### config.mk
export PLATFORM = sky130hd
export DESIGN_NAME = debouncer_multi
export DESIGN_NICKNAME = d
export VERILOG_FILES = /design/src/rtl/debouncer_multi.sv
export SDC_FILE = /design/constraint.sdc
export NUM_CORES = 1
export LEC_CHECK = 0
export ABC_AREA = 0
export ABC_CLOCK_PERIOD_IN_PS = 2400
export CORE_UTILIZATION = 45
export DETAILED_ROUTE_END_ITERATION = 12
export PLACE_DENSITY_LB_ADDON = 0.08
export REMOVE_ABC_BUFFERS = 1
export SETUP_SLACK_MARGIN = 0.4
export SLEW_MARGIN = 5
export SYNTH_ARGS = -nofsm -noshare
export SYNTH_HDL_FRONTEND = slang
export SYNTH_SLANG_ARGS = --single-unit
export TNS_END_PERCENT = 50
### constraint.sdc
create_clock -name clk -period 2.4 [get_ports clk]
set_input_delay 0.72 -clock clk [delete_from_list [all_inputs] [get_ports clk]]
set_output_delay 0.72 -clock clk [all_outputs]
set_load 0.01 [all_outputs]
### src/rtl/debouncer_multi.sv
`default_nettype none
// +----------------------------------------------------------------------------+
// | Module      : debouncer_multi                                              |
// | Description : Multi-channel synchroniser + integrating debouncer with      |
// |               hysteresis, rise/fall strobes and optional auto-repeat.      |
// | Revision    : 1.0 - initial release                                        |
// +----------------------------------------------------------------------------+

module debouncer_multi #(
    parameter int WIDTH            = 1,
    parameter int SAMPLE_COUNT_MAX = 25000,
    parameter int PULSE_COUNT_MAX  = 150,
    parameter int ACTIVE_LOW       = 0,
    parameter int REPEAT_EN        = 0,
    parameter int REPEAT_DELAY     = 500,
    parameter int REPEAT_PERIOD    = 100
) (
    input  logic             clk,
    input  logic             rst,
    input  logic [WIDTH-1:0] glitchy_signal,
    output logic [WIDTH-1:0] debounced_signal,
    output logic [WIDTH-1:0] rising_pulse,
    output logic [WIDTH-1:0] falling_pulse,
    output logic [WIDTH-1:0] repeat_pulse,
    output logic             sample_tick
);

    localparam int c_div_w = (SAMPLE_COUNT_MAX > 1) ? $clog2(SAMPLE_COUNT_MAX) : 1;
    localparam logic [c_div_w-1:0] c_div_last = c_div_w'(SAMPLE_COUNT_MAX - 1);

    localparam int c_cnt_w = $clog2(PULSE_COUNT_MAX + 1);
    localparam logic [c_cnt_w-1:0] c_cnt_top = c_cnt_w'(PULSE_COUNT_MAX);
    localparam logic [c_cnt_w-1:0] c_cnt_pre = c_cnt_w'(PULSE_COUNT_MAX - 1);
    localparam logic [c_cnt_w-1:0] c_cnt_one = c_cnt_w'(1);

    localparam logic c_inv = (ACTIVE_LOW != 0);

    logic [c_div_w-1:0] r_div;
    logic               w_tick;
    logic [WIDTH-1:0]   w_norm;
    logic [WIDTH-1:0]   r_sync_meta;
    logic [WIDTH-1:0]   r_sync;

    // Shared sample-tick divider
    always_ff @(posedge clk) begin
        if (rst) begin
            r_div <= '0;
        end else if (r_div == c_div_last) begin
            r_div <= '0;
        end else begin
            r_div <= r_div + 1'b1;
        end
    end

    assign w_tick      = (r_div == c_div_last);
    assign sample_tick = w_tick;

    // Inputs are normalised to "1 = pressed" before synchronising, so the
    // synchroniser reset value of 0 always means idle.
    assign w_norm = glitchy_signal ^ {WIDTH{c_inv}};

    always_ff @(posedge clk) begin
        if (rst) begin
            r_sync_meta <= '0;
            r_sync      <= '0;
        end else begin
            r_sync_meta <= w_norm;
            r_sync      <= r_sync_meta;
        end
    end

    for (genvar i = 0; i < WIDTH; i++) begin : g_ch
        logic [c_cnt_w-1:0] r_cnt;
        logic               r_lvl;
        logic               r_rise;
        logic               r_fall;
        logic               w_s;
        logic               w_set;
        logic               w_clr;

        assign w_s   = r_sync[i];
        assign w_set = w_tick && w_s && (r_cnt == c_cnt_pre) && !r_lvl;
        assign w_clr = w_tick && !w_s && (r_cnt == c_cnt_one) && r_lvl;

        always_ff @(posedge clk) begin
            if (rst) begin
                r_cnt <= '0;
            end else if (w_tick) begin
                if (w_s && (r_cnt < c_cnt_top)) begin
                    r_cnt <= r_cnt + 1'b1;
                end else if (!w_s && (r_cnt != '0)) begin
                    r_cnt <= r_cnt - 1'b1;
                end
            end
        end

        // Level only moves at the integrator extremes, giving the hysteresis.
        always_ff @(posedge clk) begin
            if (rst) begin
                r_lvl  <= 1'b0;
                r_rise <= 1'b0;
                r_fall <= 1'b0;
            end else begin
                r_rise <= w_set;
                r_fall <= w_clr;
                if (w_set) begin
                    r_lvl <= 1'b1;
                end else if (w_clr) begin
                    r_lvl <= 1'b0;
                end
            end
        end

        assign debounced_signal[i] = r_lvl;
        assign rising_pulse[i]     = r_rise;
        assign falling_pulse[i]    = r_fall;

        if (REPEAT_EN != 0) begin : g_repeat
            localparam int c_rc_w = $clog2(REPEAT_DELAY + 1);
            localparam logic [c_rc_w-1:0] c_rc_last = c_rc_w'(REPEAT_DELAY - 1);
            localparam logic [c_rc_w-1:0] c_rc_reload =
                (REPEAT_PERIOD >= REPEAT_DELAY) ? '0 : c_rc_w'(REPEAT_DELAY - REPEAT_PERIOD);

            logic [c_rc_w-1:0] r_rc;
            logic              r_rep;
            logic              w_hit;

            // No auto-repeat on the tick that releases the channel.
            assign w_hit = w_tick && r_lvl && !w_clr && (r_rc == c_rc_last);

            always_ff @(posedge clk) begin
                if (rst) begin
                    r_rc  <= '0;
                    r_rep <= 1'b0;
                end else begin
                    r_rep <= w_hit;
                    if (!r_lvl || r_rise) begin
                        r_rc <= '0;
                    end else if (w_hit) begin
                        r_rc <= c_rc_reload;
                    end else if (w_tick) begin
                        r_rc <= r_rc + 1'b1;
                    end
                end
            end

            assign repeat_pulse[i] = r_rep;
        end else begin : g_no_repeat
            assign repeat_pulse[i] = 1'b0;
        end
    end

endmodule

`default_nettype wire

==> Word level (Yosys, flattened, before mapping) <==
Index checks and enable logic that the tools add are counted.
{ "word_totals": {"register_bits": 28, "out_inout_bits": 5, "wordCells": 33} }
{ "classes": {"n_addsub": 3, "n_lt_le_gt_ge": 1, "eq_ne": 3, "muxes": 4, "n_reduce_logical": 15} }
{ "ops": {"columns": ["cell", "count"], "rows": [
  ["8-bit 2-to-1 mux", 2],
  ["15-bit by 1-bit adder with 15-bit output, second input constant", 1],
  ["15-bit equality test, second input constant", 1],
  ["8-bit by 1-bit adder with 8-bit output, second input constant", 1],
  ["8-bit by 1-bit equality test with 1-bit output, second input constant", 1],
  ["8-bit equality test, second input constant", 1],
  ["1-bit logical AND", 8],
  ["8-bit < comparator, second input constant", 1],
  ["8-bit nonzero test", 1],
  ["8-bit by 1-bit subtractor with 8-bit output, second input constant", 1],
  ["2-bit nonzero test", 2],
  ["1-bit logical NOT", 2],
  ["1-bit 2-to-1 mux", 2],
  ["2-bit AND reduction", 1],
  ["2-bit OR reduction", 1]
]} }

==> Depth between registers and ports, before layout <==
{ "logic_depth": {"ltp_word": 6, "ltp_mapped": 7, "mapped_depth_nobuf": 7} }

==> Least setup slack after synthesis <==
Ideal clock, no wire load.
{ "synth_timing": {"path_kind": "register to register", "from": "register r_div[11]", "to": "register g_ch[0].r_cnt[3]", "setup_ns": 0.121, "arrival_time_ns": 1.965, "required_ns": 2.279, "path_slack_ns": 0.315, "path_stages_with_launch": 6, "n_path_buf": 0, "synth_period_minus_slack_ns": 2.085, "path_cell_list": "dfxtp_1 -> or4b_4 -> nor4_4 -> o21ai_4 -> a21oi_1 -> mux2_2"} }
{ "synth_via": {"elab_chain_len": 2} }
{ "synth_lines": {"columns": ["item", "line", "rtl"], "rows": [
  ["start: declaration", "38", "logic [c_div_w-1:0] r_div;"],
  ["start signal: assignment", "51", "r_div <= r_div + 1'b1;"],
  ["15-bit equality test", "55", "assign w_tick = (r_div == c_div_last);"],
  ["via sample_tick", "25", "output logic sample_tick"],
  ["2-bit AND reduction (no source line)", null, null],
  ["end signal: assignment", "90", "r_cnt <= r_cnt + 1'b1;"],
  ["end signal: assignment", "92", "r_cnt <= r_cnt - 1'b1;"],
  ["end: declaration", "73", "logic [c_cnt_w-1:0] r_cnt;"]
]} }
The timed path passes the listed nets, and every way through them passes these cells.
A chain may end at the register's enable or synchronous reset.

==> Final worst setup path <==
{ "layout_timing": {"from": "register r_div[11]", "to": "output port sample_tick"} }
{ "layout_via": {"elab_chain_len": 1} }
{ "layout_lines": {"columns": ["item", "line"], "rows": [
  ["15-bit equality test", "55"],
  ["end: declaration", "25"]
]} }
Every way passes these cells.

==> results_dict.tcl <==
set metrics [dict create \
    path_cells "or4b_4, nor4_4, buf_2" \
    antenna_found_initial 0 \
    floorplan.initialDensity_pct 47.2 \
    hold_class "reg2reg" \
    chipHeight_um 58.4 \
    layout-drive-gt1-share_pct 26.2 \
    gp_congestion 0.805 \
    synthDistinctLibCells 38 \
    path_clk_slew_ns 0.14 \
    final_max_slew_viol_count 0 \
    post-synth-top-count-cell "sky130_fd_sc_hd__dfxtp_1" \
    pin_slew_with_the_least_headroom_to_its_limit_ns 0.551 \
    power.ir.vdd_worst_uv 204 \
    cellLeakagePower_uw 0.000679 \
    final-hold-violation-count 0 \
    grt_use_total_pct 18.4 \
    numPortBuffers 6 \
    netlist.top_cell.by_area "sky130_fd_sc_hd__dfxtp_1" \
    number_of_flops_mapped_to_enable_cells_by_yosys 0 \
    routed_via_density 5.14 \
    largest_family_of_logic_cells_by_synthesized_area "simple AND/OR/NAND/NOR gates" \
    synth-compound-area-share_pct 7.17 \
    grt_setup_unrepaired "true" \
    ys_seq_area_share_pct 39.2 \
    cp_max_fo 2 \
    final.setup_skew_ns 0.00272 \
    post_synth_and_or_nand_nor_area_fraction_pct 31.1 \
    critical_path_endpoint_category "output port" \
    yosys.area.top_type_share_pct 39.2 \
    antenna_cells 0 \
    routed-via-count 1166 \
    detailedPlacementHpwl_um 2080 \
    dr.first_iter.drc_count 64 \
    total_of_endpoints_with_negative_setup_slack_in_the_final_report 0 \
    post_synth_mux_area_share_pct 5.34 \
    post_synth_instance_area_um2 1430 \
    dp_cells 221 \
    tritoncts_buffers 3 \
    critPathMaxStageDelay_ns 0.54 \
    holdWs_ns 0.462 \
    outcome "complete, no violations" \
    finalNetCount 193 \
    number_of_global_route_vias_before_repair 1168 \
    clock_tree.htree_level_count 1 \
    tritoncts_num_sinks 28 \
    synth_seq_cells 28 \
    avgSynthCellArea_um2 8.72 \
    grt_remaining_overflow 0 \
    placement_rows 20 \
    floorplan.core_area_um2 3030 \
    tritoncts "yes" \
    wire_per_inst_um 12.5 \
    grt_first_pass_wirelength_um 4930 \
    die_width_um 58.4 \
    ant_nets 0 \
    synth_xor_xnor_area_share_pct 8.57 \
    required_ns 1.68 \
    power_per_unit_of_standard_cell_area_nw_per_um2 408 \
    route.detailed.drc 0 \
    synthAdderAreaFrac_pct 4.37 \
    arrival_ns 1.65 \
    synth-warning-count 0 \
    max_cap_viol_count 0 \
    critPathKind "reg2out" \
    cpMaxStageDelayCell "sky130_fd_sc_hd__or4b_4" \
    cts.root.buffer_cell "sky130_fd_sc_hd__clkbuf_4" \
    buffer_levels_on_the_longest_clock_path 2 \
    dr.pass1.iters 4 \
    design.die.area_um2 3410 \
    ys_async_sr_fraction_pct 0 \
    grt_start_max_net_pins 15 \
    synth.top_cells.by_count "28 x sky130_fd_sc_hd__dfxtp_1, 27 x sky130_fd_sc_hd__nor2_1, 10 x sky130_fd_sc_hd__xnor2_1" \
    period_share_pct 98.6 \
    num-fill-cells 280 \
    fmax_ghz 0.423 \
    max-slew-margin-rel_pct 63.1 \
    io_pins 8 \
    wirelength_um 2850 \
    synth.area.top_cells "sky130_fd_sc_hd__dfxtp_1 39%, sky130_fd_sc_hd__nor2_1 7.1%, sky130_fd_sc_hd__xnor2_1 6.1%" \
    crit_path_start_kind "register" \
    critical_path.n_buffers_inverters 1 \
    cp_top_family "simple AND/OR/NAND/NOR gates" \
    insertion_delay_ns 0.31 \
    dominantRegCellSynth "sky130_fd_sc_hd__dfxtp_1" \
    finalCriticalPeriod_ns 2.37 \
    post_synthesis_cells 164 \
    post_route_non_filler_standard_cell_count 227 \
    synth_to_final_area_change_pct 20.1 \
    overall_power_after_layout_uw 701 \
]
## through the flow
step / setup TNS, ns / cell area [µm²] / utilization, % / setup WS [ns]
after detailed placement: -0.0318 / 1620 / 53.6 / -0.0318
after floorplan: 0 / 1400 / - / 0.315
after CTS: 0 / 1660 / 54.9 / 0.00725
after global routing: -0.0823 / 1720 / 56.7 / -0.0823
after global placement: -0.0225 / 1620 / 53.6 / -0.0225
final: 0 / 1720 / 56.7 / 0.0340
## metal layers
layer / wire (µm) / vias up / track usage (%) / share of wire, %
met3: 30 / 2 / 1.98 / 1.1
met5: 0 / - / 0 / 0
met1: 1180 / 558 / 20.6 / 41
met4: 13 / 0 / 4.42 / 0.46
met2: 1630 / 4 / 36.8 / 57
li1: - / 602 / - / -
## worst register-to-register path, delay by kind of cell (launching register included)
| family | cells | cell delay [ns] |
|---|---|---|
| AND/OR/NAND/NOR | 2 | 0.83 |
| AO/OA/AOI/OAI | 2 | 0.25 |
| multiplexers | 1 | 0.34 |
| flip-flops | 1 | 0.34 |
| buffers and inverters | 1 | 0.17 |
## path summary, 6_finish.rpt
path / from / depth (start not counted) / slack (ns) / end
max reg2reg: r_div[11] / 6 / 0.39 / g_ch[0].r_cnt[6]
max: r_div[11] / 3 / 0.03 / sample_tick
min: r_sync_meta / 1 / 0.46 / g_ch[0].w_s
min reg2reg: r_sync_meta / 1 / 0.46 / g_ch[0].w_s
## cells by family (layout without fill, tap and decap cells)
group,Yosys count,count (layout)
simple gates,79,79
flops,28,28
compound gates,16,16
xor+xnor,14,14
buf+inv,14,33
mux,7,7
fa+ha+maj,5,5
other cells,1,1
## cell type report
cell class	count	area, µm²	share of cell area [%]
Clock buffer	3	22.5	1.31
Inverter	6	22.5	1.31
Multi-Input combinational cell	122	860	50.0
Sequential cell	28	568	33.1
Tap cell	44	55.1	3.20
Timing Repair Buffer	24	190	11.1
## flip-flops by register name (all words and copies together) (netlist names)
name / flops
r_div: 15
g_ch.w_s: 1
g_ch.r_cnt: 8
debounced_signal: 1
falling_pulse: 1
r_sync_meta: 1
rising_pulse: 1
## report_power, final
part / internal [µW] / switching (µW) / total [µW]
Clock: 58.6 / 124 / 183
Combinational: 20.1 / 21.7 / 41.8
Sequential: 471 / 5.32 / 477
Total: 550 / 151 / 701
## placed cells by master (no fill, tap or decap), types with 2 or more instances in the layout
master,count
sky130_fd_sc_hd__dfxtp_1,22
sky130_fd_sc_hd__clkbuf_4,3
sky130_fd_sc_hd__clkdlybuf4s50_1,5
sky130_fd_sc_hd__nor3b_1,2
sky130_fd_sc_hd__inv_1,6
sky130_fd_sc_hd__a21oi_1,4
sky130_fd_sc_hd__nor3_1,3
sky130_fd_sc_hd__nand4_1,7
sky130_fd_sc_hd__a21oi_2,5
sky130_fd_sc_hd__nor4_1,3
sky130_fd_sc_hd__or3_1,2
sky130_fd_sc_hd__xnor2_1,10
sky130_fd_sc_hd__nor2_1,27
sky130_fd_sc_hd__nand3_1,8
sky130_fd_sc_hd__or4bb_4,2
sky130_fd_sc_hd__nand2_1,6
sky130_fd_sc_hd__dfxtp_2,6
sky130_fd_sc_hd__xor2_1,4
sky130_fd_sc_hd__mux2i_1,2
sky130_fd_sc_hd__buf_4,18
sky130_fd_sc_hd__nor2b_1,7
sky130_fd_sc_hd__ha_1,4
sky130_fd_sc_hd__o21ai_0,3
sky130_fd_sc_hd__and3_1,3
sky130_fd_sc_hd__mux2_2,5
## what timing repair did
| action | 4_1_cts | 5_1_grt |
|---|---|---|
| buffers inserted | 1 | 2 |
| hold buffers | 0 | 0 |
| cloned | 0 | 0 |
| setup endpoints to repair | 7 | 24 |
| resized for setup | 8 | 13 |
| pin swaps | 0 | 1 |
Power figures use the tool's default switching activity.
